[src/rtl/fc_pkg.sv]
// Fibre Channel shared types: port states and the primitive ordered-set words.
package fc;

    typedef enum logic [3:0] {OL1, OL2, LR1, LR2, LR3, AC, LF1, LF2} port_state_t;

    localparam logic [3:0]  K_LEAD = 4'b1000;
    localparam logic [31:0] NOS    = 32'hBC55BF45;
    localparam logic [31:0] IDLE   = 32'hBC95B5B5;
    localparam logic [31:0] OLS    = 32'hBC358A55;
    localparam logic [31:0] LR     = 32'hBC49BF49;
    localparam logic [31:0] LRR    = 32'hBC35DF49;

    // Primitive transmitted continuously while the port sits in a state.
    function automatic logic [31:0] state_prim(port_state_t st);
        case (st)
            OL1, LF1: state_prim = OLS;
            OL2, LR1: state_prim = LR;
            LR2:      state_prim = LRR;
            LF2:      state_prim = NOS;
            default:  state_prim = IDLE;
        endcase
    endfunction

endpackage

[src/rtl/fc_prim_seq_detect.sv]
// Recognises primitive sequences (3 identical K-lead words) and loss of sync on the RX stream.
module fc_prim_seq_detect
    import fc::*;
#(
    parameter int unsigned LOS_CYCLES = 1024
) (
    input  logic        clk,
    input  logic        reset_n,
    input  logic [35:0] rx_data,
    input  logic        rx_valid,
    output logic        seq_nos,
    output logic        seq_ols,
    output logic        seq_lr,
    output logic        seq_lrr,
    output logic        seq_idle,
    output logic        los
);

    localparam int unsigned   LW      = $clog2(LOS_CYCLES + 1);
    localparam logic [LW-1:0] LOS_MAX = LW'(LOS_CYCLES);

    logic [31:0]   last_q;
    logic [1:0]    run_q, run_d;
    logic [LW-1:0] los_cnt_q, los_cnt_d;
    logic          kword, same, third;

    always_comb begin
        kword = rx_valid && (rx_data[35:32] == K_LEAD);
        same  = kword && (run_q != 2'd0) && (rx_data[31:0] == last_q);
        third = same && (run_q == 2'd2);

        // Run length saturates at 3 so a long sequence pulses only once.
        run_d = run_q;
        if (rx_valid) begin
            if (!kword)               run_d = 2'd0;
            else if (!same)           run_d = 2'd1;
            else if (run_q != 2'd3)   run_d = run_q + 2'd1;
        end

        seq_nos  = third && (rx_data[31:0] == NOS);
        seq_ols  = third && (rx_data[31:0] == OLS);
        seq_lr   = third && (rx_data[31:0] == LR);
        seq_lrr  = third && (rx_data[31:0] == LRR);
        seq_idle = third && (rx_data[31:0] == IDLE);

        los_cnt_d = rx_valid ? '0 : ((los_cnt_q == LOS_MAX) ? los_cnt_q : los_cnt_q + 1'b1);
        los       = !rx_valid && (los_cnt_q >= LOS_MAX - 1'b1);
    end

    always_ff @(posedge clk or negedge reset_n) begin
        if (!reset_n) begin
            last_q    <= '0;
            run_q     <= 2'd0;
            los_cnt_q <= '0;
        end else begin
            if (kword) last_q <= rx_data[31:0];
            run_q     <= run_d;
            los_cnt_q <= los_cnt_d;
        end
    end

endmodule

[src/rtl/fc_link_ctrl.sv]
// Fibre Channel port-state controller: link init sequencing, TX mux and frame abort/flush.
module fc_link_ctrl
    import fc::*;
#(
    parameter int unsigned TOV_CYCLES = 21_250_000,
    parameter int unsigned LOS_CYCLES = 1024
) (
    input  logic        clk,
    input  logic        reset_n,
    input  logic [35:0] rx_data,
    input  logic        rx_valid,
    output logic [35:0] tx_data,
    output logic        tx_valid,
    input  logic        tx_ready,
    input  logic [35:0] frm_data,
    input  logic        frm_valid,
    input  logic        frm_sop,
    input  logic        frm_eop,
    output logic        frm_ready,
    input  logic        link_reset_req,
    input  logic        offline_req,
    output port_state_t port_state,
    output logic        link_up,
    output logic [15:0] frames_aborted
);

    localparam int unsigned   TW      = $clog2(TOV_CYCLES + 1);
    localparam logic [TW-1:0] TOV_MAX = TW'(TOV_CYCLES);

    port_state_t   state_q, state_d;
    logic [TW-1:0] timer_q, timer_d, timer_inc;
    logic [35:0]   tx_data_q, tx_data_d;
    logic          tx_valid_q, link_up_q;
    logic          flush_q, flush_d, open_q, open_d;
    logic [15:0]   aborted_q, aborted_d;
    logic          seq_nos, seq_ols, seq_lr, seq_lrr, seq_idle, los;
    logic          load, pass;

    fc_prim_seq_detect #(
        .LOS_CYCLES(LOS_CYCLES)
    ) u_detect (
        .clk      (clk),
        .reset_n  (reset_n),
        .rx_data  (rx_data),
        .rx_valid (rx_valid),
        .seq_nos  (seq_nos),
        .seq_ols  (seq_ols),
        .seq_lr   (seq_lr),
        .seq_lrr  (seq_lrr),
        .seq_idle (seq_idle),
        .los      (los)
    );

    always_comb begin : next_state
        timer_inc = (timer_q == TOV_MAX) ? timer_q : timer_q + 1'b1;
        state_d   = state_q;
        if (offline_req)                                         state_d = OL1;
        else if (los && state_q != LF2)                          state_d = LF2;
        else if (seq_nos && state_q != LF1)                      state_d = LF1;
        else if (seq_ols && state_q != OL2)                      state_d = OL2;
        else if (seq_lr && state_q != LR2)                       state_d = LR2;
        else if (seq_lrr && state_q inside {LR1, LR2, OL2})      state_d = LR3;
        else if (seq_idle && state_q inside {LR2, LR3})          state_d = AC;
        else if (link_reset_req && state_q == AC)                state_d = LR1;
        // Timeout counts the cycle being evaluated, so the port dwells exactly TOV_CYCLES.
        else if (timer_inc == TOV_MAX && state_q inside {OL2, LR1, LR2, LR3}) state_d = LF1;
        timer_d = (state_d != state_q) ? '0 : timer_inc;
    end

    always_comb begin : tx_path
        frm_ready = flush_q || (state_q == AC && tx_ready);
        pass      = (state_q == AC) && !flush_q && frm_valid && tx_ready;
        load      = tx_ready || !tx_valid_q;

        tx_data_d = tx_data_q;
        if (load) begin
            if (state_q != AC) tx_data_d = {K_LEAD, state_prim(state_q)};
            else if (pass)     tx_data_d = frm_data;
            else               tx_data_d = {K_LEAD, IDLE};
        end

        open_d    = open_q;
        flush_d   = flush_q;
        aborted_d = aborted_q;
        if (flush_q && frm_valid && frm_eop) flush_d = 1'b0;
        if (pass && frm_eop)      open_d = 1'b0;
        else if (pass && frm_sop) open_d = 1'b1;
        // A word accepted in the exit cycle still counts; abort only if the frame stays open.
        if (state_q == AC && state_d != AC && open_d) begin
            open_d  = 1'b0;
            flush_d = 1'b1;
            if (aborted_q != 16'hFFFF) aborted_d = aborted_q + 16'd1;
        end
    end

    always_ff @(posedge clk or negedge reset_n) begin
        if (!reset_n) begin
            state_q    <= OL1;
            timer_q    <= '0;
            tx_data_q  <= {K_LEAD, NOS};
            tx_valid_q <= 1'b0;
            link_up_q  <= 1'b0;
            flush_q    <= 1'b0;
            open_q     <= 1'b0;
            aborted_q  <= '0;
        end else begin
            state_q    <= state_d;
            timer_q    <= timer_d;
            tx_data_q  <= tx_data_d;
            tx_valid_q <= 1'b1;
            link_up_q  <= (state_d == AC);
            flush_q    <= flush_d;
            open_q     <= open_d;
            aborted_q  <= aborted_d;
        end
    end

    assign tx_data        = tx_data_q;
    assign tx_valid       = tx_valid_q;
    assign port_state     = state_q;
    assign link_up        = link_up_q;
    assign frames_aborted = aborted_q;

endmodule
[config.mk]
export PLATFORM = sky130hd
export DESIGN_NAME = fc_link_ctrl
export DESIGN_NICKNAME = d
export VERILOG_FILES = /design/src/rtl/fc_pkg.sv /design/src/rtl/fc_prim_seq_detect.sv /design/src/rtl/fc_link_ctrl.sv
export SDC_FILE = /design/constraint.sdc
export NUM_CORES = 1
export LEC_CHECK = 0
export ABC_AREA = 1
export CELL_PAD_IN_SITES_DETAIL_PLACEMENT = 2
export CELL_PAD_IN_SITES_GLOBAL_PLACEMENT = 2
export CORE_ASPECT_RATIO = 0.75
export CORE_MARGIN = 2
export CORE_UTILIZATION = 30
export CTS_CLUSTER_DIAMETER = 50
export DETAILED_ROUTE_END_ITERATION = 10
export PLACE_DENSITY = 0.89
export SLEW_MARGIN = 20
export SYNTH_ARGS = -nofsm -noshare
export SYNTH_HDL_FRONTEND = slang
export SYNTH_SLANG_ARGS = --single-unit
[constraint.sdc]
create_clock -name clk -period 3.35 [get_ports clk]
set_clock_uncertainty 0.1 [all_clocks]
set_input_delay 0.67 -clock clk [delete_from_list [all_inputs] [get_ports clk]]
set_output_delay 0.67 -clock clk [all_outputs]
set_load 0.01 [all_outputs]
After elaboration in Yosys (flattened, before gate mapping)
Index checks and enable logic that the tools add are counted.

Output and inout port bits: 59. Word-level logic and storage cells: 113. Bits of input ports: 81. Flip-flop bits (word level): 130.

Reductions and logical operators: 43. Eq/ne operators: 30. Order comparisons: 1. Muxes and demuxes: 24. $add $sub $neg: 4.

Operators with widths (count): $eq A32 B32 Y1 const B (5); $pmux W24 S4 (1); $mux W36 (2); $eq A25 B25 Y1 const B (2); $mux W25 (2); $mux W4 (9); $eq A32 B32 Y1 (1); $logic_and A1 B1 Y1 (28); $add A25 B1 Y25 const B (1); $mux W11 (2); $eq A4 B3 Y1 const B (5); $add A16 B1 Y16 const B (1); $ne A16 B16 Y1 const B (1); $ne A4 B3 Y1 const B (4); $add A11 B1 Y11 const B (1); $eq A11 B11 Y1 const B (1); $ge A11 B10 Y1 const B (1); $eq A4 B2 Y1 const B (2); $mux W2 (3); $reduce_bool A2 Y1 (3); $mux W1 (5); $eq A4 B1 Y1 const B (1); $eq A4 B4 Y1 const B (1); $logic_not A4 Y1 (1); other kinds (13) (19).

Depth between registers and ports, before layout
Depth after elaboration: 18. Gate-level depth with buffers: 25. Gate-level depth less buffers: 24.

Cells and area by module
Synthesis repeated with hierarchy kept, for this count alone.

Cells, all modules: 1096. Area total of the unflattened synthesis: 7855.0 µm².

Modules (own cells, without submodules): fc_link_ctrl (sequential area each 2152.1 µm², area each 4922.2 µm², times used 1, cells each 637); fc_prim_seq_detect (sequential area each 1126.1 µm², area each 2932.8 µm², times used 1, cells each 459).

Worst setup path after synthesis
OpenSTA, ideal clock, no wires.

Path kind: input to register. Start: input port rx_data[33]. End: register timer_q[11]. Path buffers: 1. Library setup time: 0.069 ns. Data arrival time: 2.563 ns. Path slack: 0.618 ns. Cell stages on the path: 19. Data required time: 3.181 ns. Path through: nor2_1 > nand3_2 > nor2_1 > nor3b_1 > nand3_1 > nor2_2 > nand4_1 > nand2_1 > nor2_1 > nand2_1 > nand2_1 > nand2_2 > inv_1 > nand2_1 > nand3_1 > nor2_4 > nand2_4 > buf_6 > nor2_2.

Cells in the longest elaborated chain, start to end: 16. Elaborated cells between the ends (all ways): 24. Those cells by class: eq/ne (2); mux (8); reduce/logical (14).

RTL lines: from (decl) (line fc_link_ctrl.sv:10) `input logic [35:0] rx_data,`; $eq A4 B4 Y1 * (line fc_prim_seq_detect.sv:28) `kword = rx_valid && (rx_data[35:32] == K_LEAD);`; $logic_and A1 B1 Y1 * (line fc_prim_seq_detect.sv:28); $logic_and A1 B1 Y1 * (2 in series) (line fc_prim_seq_detect.sv:29) `same = kword && (run_q != 2'd0) && (rx_data[31:0] == last_q);`; $logic_and A1 B1 Y1 * (line fc_prim_seq_detect.sv:30) `third = same && (run_q == 2'd2);`; $logic_and A1 B1 Y1 (line fc_prim_seq_detect.sv:44) `seq_idle = third && (rx_data[31:0] == IDLE);`; $logic_and A1 B1 Y1 (line fc_link_ctrl.sv:63) `else if (seq_idle && state_q inside {LR2, LR3}) state_d = AC;`; $mux W4 (line fc_link_ctrl.sv:63); $mux W4 (line fc_link_ctrl.sv:62) `else if (seq_lrr && state_q inside {LR1, LR2, OL2}) state_d = LR3;`; $mux W4 (line fc_link_ctrl.sv:61) `else if (seq_lr && state_q != LR2) state_d = LR2;`; $mux W4 (line fc_link_ctrl.sv:60) `else if (seq_ols && state_q != OL2) state_d = OL2;`; $mux W4 * (line fc_link_ctrl.sv:59) `else if (seq_nos && state_q != LF1) state_d = LF1;`; $mux W4 * (line fc_link_ctrl.sv:58) `else if (los && state_q != LF2) state_d = LF2;`; $mux W4 * (line fc_link_ctrl.sv:57) `if (offline_req) state_d = OL1;`; net state_d[2] (line fc_link_ctrl.sv:30) `port_state_t state_q, state_d;`; $ne A4 B4 Y1 * (line fc_link_ctrl.sv:67) `timer_d = (state_d != state_q) ? '0 : timer_inc;`; $mux W25 * (line fc_link_ctrl.sv:67); net timer_d[11] (line fc_link_ctrl.sv:31) `logic [TW-1:0] timer_q, timer_d, timer_inc;`; to (signal assigned) (line fc_link_ctrl.sv:108) `timer_q <= timer_d;`; to (decl) (line fc_link_ctrl.sv:31).

The timed path passes the listed nets; every way through them passes the cells marked *. A chain may end at the register's enable or synchronous reset.

Final worst setup path
Start: register timer_q[10]. End: register aborted_q[4] (netlist: frames_aborted[4]).

Cells in the longest elaborated chain, start to end: 17. Elaborated cells between the ends (all ways): 18. Those cells by class: add/sub (1); eq/ne (3); mux (10); reduce/logical (4).

RTL lines: $add A25 B1 Y25 or $eq A25 B25 Y1 (tied branches) (line fc_link_ctrl.sv:55) `timer_inc = (timer_q == TOV_MAX) ? timer_q : timer_q + 1'b1;`; $mux W25 * (line fc_link_ctrl.sv:55); $eq A25 B25 Y1 * (line fc_link_ctrl.sv:66) `else if (timer_inc == TOV_MAX && state_q inside {OL2, LR1, LR2, LR3}) state_d = LF1;`; $logic_and A1 B1 Y1 * (line fc_link_ctrl.sv:66); $mux W4 * (line fc_link_ctrl.sv:66); $mux W4 * (line fc_link_ctrl.sv:64) `else if (link_reset_req && state_q == AC) state_d = LR1;`; $mux W4 * (line fc_link_ctrl.sv:63); $mux W4 * (line fc_link_ctrl.sv:62); $mux W4 * (line fc_link_ctrl.sv:61); $mux W4 * (line fc_link_ctrl.sv:60); $mux W4 * (line fc_link_ctrl.sv:59); $mux W4 * (line fc_link_ctrl.sv:58); $mux W4 * (line fc_link_ctrl.sv:57); $ne A4 B3 Y1 * (line fc_link_ctrl.sv:89) `if (state_q == AC && state_d != AC && open_d) begin`; $logic_and A1 B1 Y1 * (2 in series) (line fc_link_ctrl.sv:89); $reduce_and A2 Y1 (no source line) *; to (signal assigned) (line fc_link_ctrl.sv:114) `aborted_q <= aborted_d;`; to (decl) (line fc_link_ctrl.sv:35) `logic [15:0] aborted_q, aborted_d;`.

Every way passes the cells marked *; elsewhere a longest branch is shown, timed or not.

==> metrics.yaml <==
status:
  status: "finished with violations"
  failed_checks: "negative setup slack"
placement:
  io_buffers: 139
  hpwl_um: 25260
  gp_congestion: 0.8882
  pre_cts_slack_ns: -0.4205
routing:
  via_count: 9670
  route.detailed.drc: 0
  wl_per_cell_um: 31.48
  vias_per_cell: 5.787
  first_pass_iters: 5
  drtIter0Drc: 970
  drt-total-wl_um: 52600
  ant_nets: 0
critical_path:
  cp_max_fo: 9
  cp-end-kind: "flop"
  timing.rr.start: "timer_q[10]$_DFF_PN0_"
  crit_start: "timer_q[10]$_DFF_PN0_"
  criticalPathCategory: "flop to flop"
  worstPathRequired_ns: 3.65
  start_kind: "flop"
  critPathArrivalTime_ns: 4.33
die:
  core.rowCount: 51
  core_area_um2: 25840
  pin_count: 140
  dieArea_um2: 27450
  dieHeight_um: 144.0
  initial_core_util: 0.3033
  die_width_um: 190.6
finish:
  area_growth_pct: 48.18
  final_cell_mix: "249 x nand2_1, 147 x inv_1, 114 x clkdlybuf4s50_1, 98 x dfrtp_1, 88 x buf_4"
  layout-drive-gt1-share: 0.2568
  layout_commonest_cell: "nand2_1"
  finish.utilization: 0.4494
  final_nets: 1400
synth:
  synthesis.nets: 1160
  synth-simple-area-share: 0.3504
  synthCells: 1071
  ys_seq_elements: 130
  synth_compound_gate_area_share: 0.07328
  synth_top_family_by_area: "simple AND/OR/NAND/NOR gates"
  synth.avg_cell_area_um2: 7.318
  ys_types: 45
  synthAdderAreaFrac: 0.01277
  yosys_warnings: 0
  synth_mux_area_frac: 0
  yosysSeqAreaShare: 0.4183
  netlist_area_um2: 7838
  synth_xor_area_frac: 0.05332
timing:
  setup_ws_ns: -0.6759
  slew_violations: 0
  post-route-min-period_ns: 4.026
  period_share: 1.202
  fin_setup_tns_ns: -26.55
  clock.fmax_mhz: 248.4
  worstMarginPinSlew_ns: 0.8940
  finalHoldViolCount: 0
  setup_viol: 45
  rsz0062_at_grt: "yes"
  slew_headroom: 0.4040
min_path:
  hp-class: "input port to async pin"
global_route:
  grt_pass1_vias: 9989
  antenna_found_initial: 2
  overflow: 0
  grt_pass1_wl_um: 62620
  grt_use_total: 0.3061
  grt_start_max_net_pins: 83
clock_tree:
  holdBufCountCts: 0
  htree_levels: 4
  clkTransAtPathRegs_ns: 0.09
  cts_buffers: 17
  numClockSinks: 130
  clock_latency_ns: 0.49
  clk_path_buf_depth: 2
  cts_tree: "built"
  cts-root-buf: "clkbuf_16"
run:
  maxCapViolations: 0
power_and_ir_drop:
  ir_worst_vdd_v: 0.0003269
  leakage_nw: 5.384
  power_density_nw_per_um2: 449.6
-- power breakdown --
| group | leakage (nW) | switching [W] | internal [W] | total (W) |
|---|---|---|---|---|
| Clock | 0.262 | 0.00101 | 0.000956 | 0.00197 |
| Combinational | 3.46 | 0.000833 | 0.000487 | 0.00132 |
| Sequential | 1.66 | 0.000218 | 0.00171 | 0.00193 |
-- repair_timing --
| action | CTS | global route |
|---|---|---|
| setup endpoints to repair | 43 | 43 |
| pin swaps | 20 | 50 |
| endpoints found under the hold margin | 0 | 0 |
| gates resized for setup | 74 | 113 |
| gates cloned | 2 | 2 |
| setup buffers | 11 | 22 |
-- critical path: stages, from the launching register on --
cell	delay (ns)
dfrtp_1	0.46
nand2_1	0.18
nor2_2	0.23
nand2_1	0.16
nor2_4	0.21
xor2_2	0.40
nand3_1	0.26
nor2_1	0.25
nand3_1	0.19
nand2_1	0.15
nand2_1	0.07
nand2_1	0.08
nand2_1	0.12
nand3_1	0.17
nor2_4	0.07
buf_6	0.12
a21oi_4	0.25
buf_12	0.17
nand4_1	0.11
nand2_1	0.16
-- routing by layer --
layer | wire length [um] | track usage | share of wire | up-vias
li1 | - | - | - | 3867
met1 | 20170 | 0.3752 | 0.38 | 4912
met2 | 25070 | 0.5298 | 0.48 | 649
met3 | 3852 | 0.06358 | 0.073 | 242
met4 | 3501 | 0.1200 | 0.067 | 0
met5 | 0 | 0 | 0 | -
-- metrics by stage --
stage | area, um^2 | std cells | hold WS [ns] | power [W]
after global routing | 11610 | 1670 | 0.2453 | 0.005311
after CTS | 11000 | 1644 | 0.2227 | 0.004753
after detailed placement | 10110 | 1599 | 0.3686 | 0.002757
final | 11610 | 1671 | 0.1835 | 0.005221
after floorplan | 7838 | 1071 | 0.2744 | 0.002309
after global placement | 10110 | 1599 | 0.3549 | 0.002684
-- cell usage after synthesis (all sizes together) --
library cell	count	share of area
dfstp	20	0.067
ha	8	0.013
clkbuf	15	0.0072
nor3b	3	0.0029
and2	1	0.00080
inv	162	0.078
nand2b	1	0.00080
buf	6	0.0067
a21oi	20	0.014
o211ai	1	0.00096
or2	11	0.0088
a22o	7	0.0078
xor2	29	0.034
nor4	7	0.0075
dfrtp	110	0.35
xnor2	17	0.019
nand2	281	0.14
o22ai	9	0.0072
conb	1	0.00048
nand4	48	0.039
nand3b	4	0.0038
o21ai	60	0.038
nand3	59	0.039
o21bai	1	0.00096
a31oi	1	0.00080
o311ai	1	0.0011
nor3	37	0.025
o21a	1	0.00096
nor2	149	0.085
a21o	1	0.00096
-- flip-flops by register name, summed over array words and instances, names as in the netlist --
name	cells
flush_q	1
u_detect.los_cnt_q	11
tx_data	36
frames_aborted	16
open_q	1
link_up	1
u_detect.run_q	2
timer_q	25
u_detect.last_q	32
port_state	4
tx_valid	1
-- final timing paths --
kind	depth (start not counted)	slack (ns)	to
worst min-delay path	1	0.18	frames_aborted[11]$_DFFE_PN0P_
min in group clk	2	0.38	tx_data[20]$_DFFE_PN1P_
worst max register to register	19	-0.68	frames_aborted[4]$_DFFE_PN0P_
max in group asynchronous	2	2.11	u_detect.last_q[12]$_DFFE_PN0P_
worst max-delay path	19	-0.68	frames_aborted[4]$_DFFE_PN0P_
worst min register to register	2	0.38	tx_data[20]$_DFFE_PN1P_
-- cell type report --
type                    count  area [um^2]
multi-input cells         758         4398
fillers                  2826        14230
well taps                 344        430.4
diodes                      3        7.507
inverters                 162        613.1
clock inverters            14        101.3
repair buffers            242         2341
flip-flops and latches    130         3293
clock buffers              18        429.2
-- kinds of logic after synthesis --
| logic type | after synthesis |
|---|---|
| AO/OA/AOI/OAI | 102 |
| XOR/XNOR | 46 |
| adder cells (fa/ha/maj) | 8 |
| buffers and inverters | 183 |
| flip-flops | 130 |
| other | 1 |
| AND/OR/NAND/NOR | 601 |
Note: power is estimated with default switching activity, not from simulation.
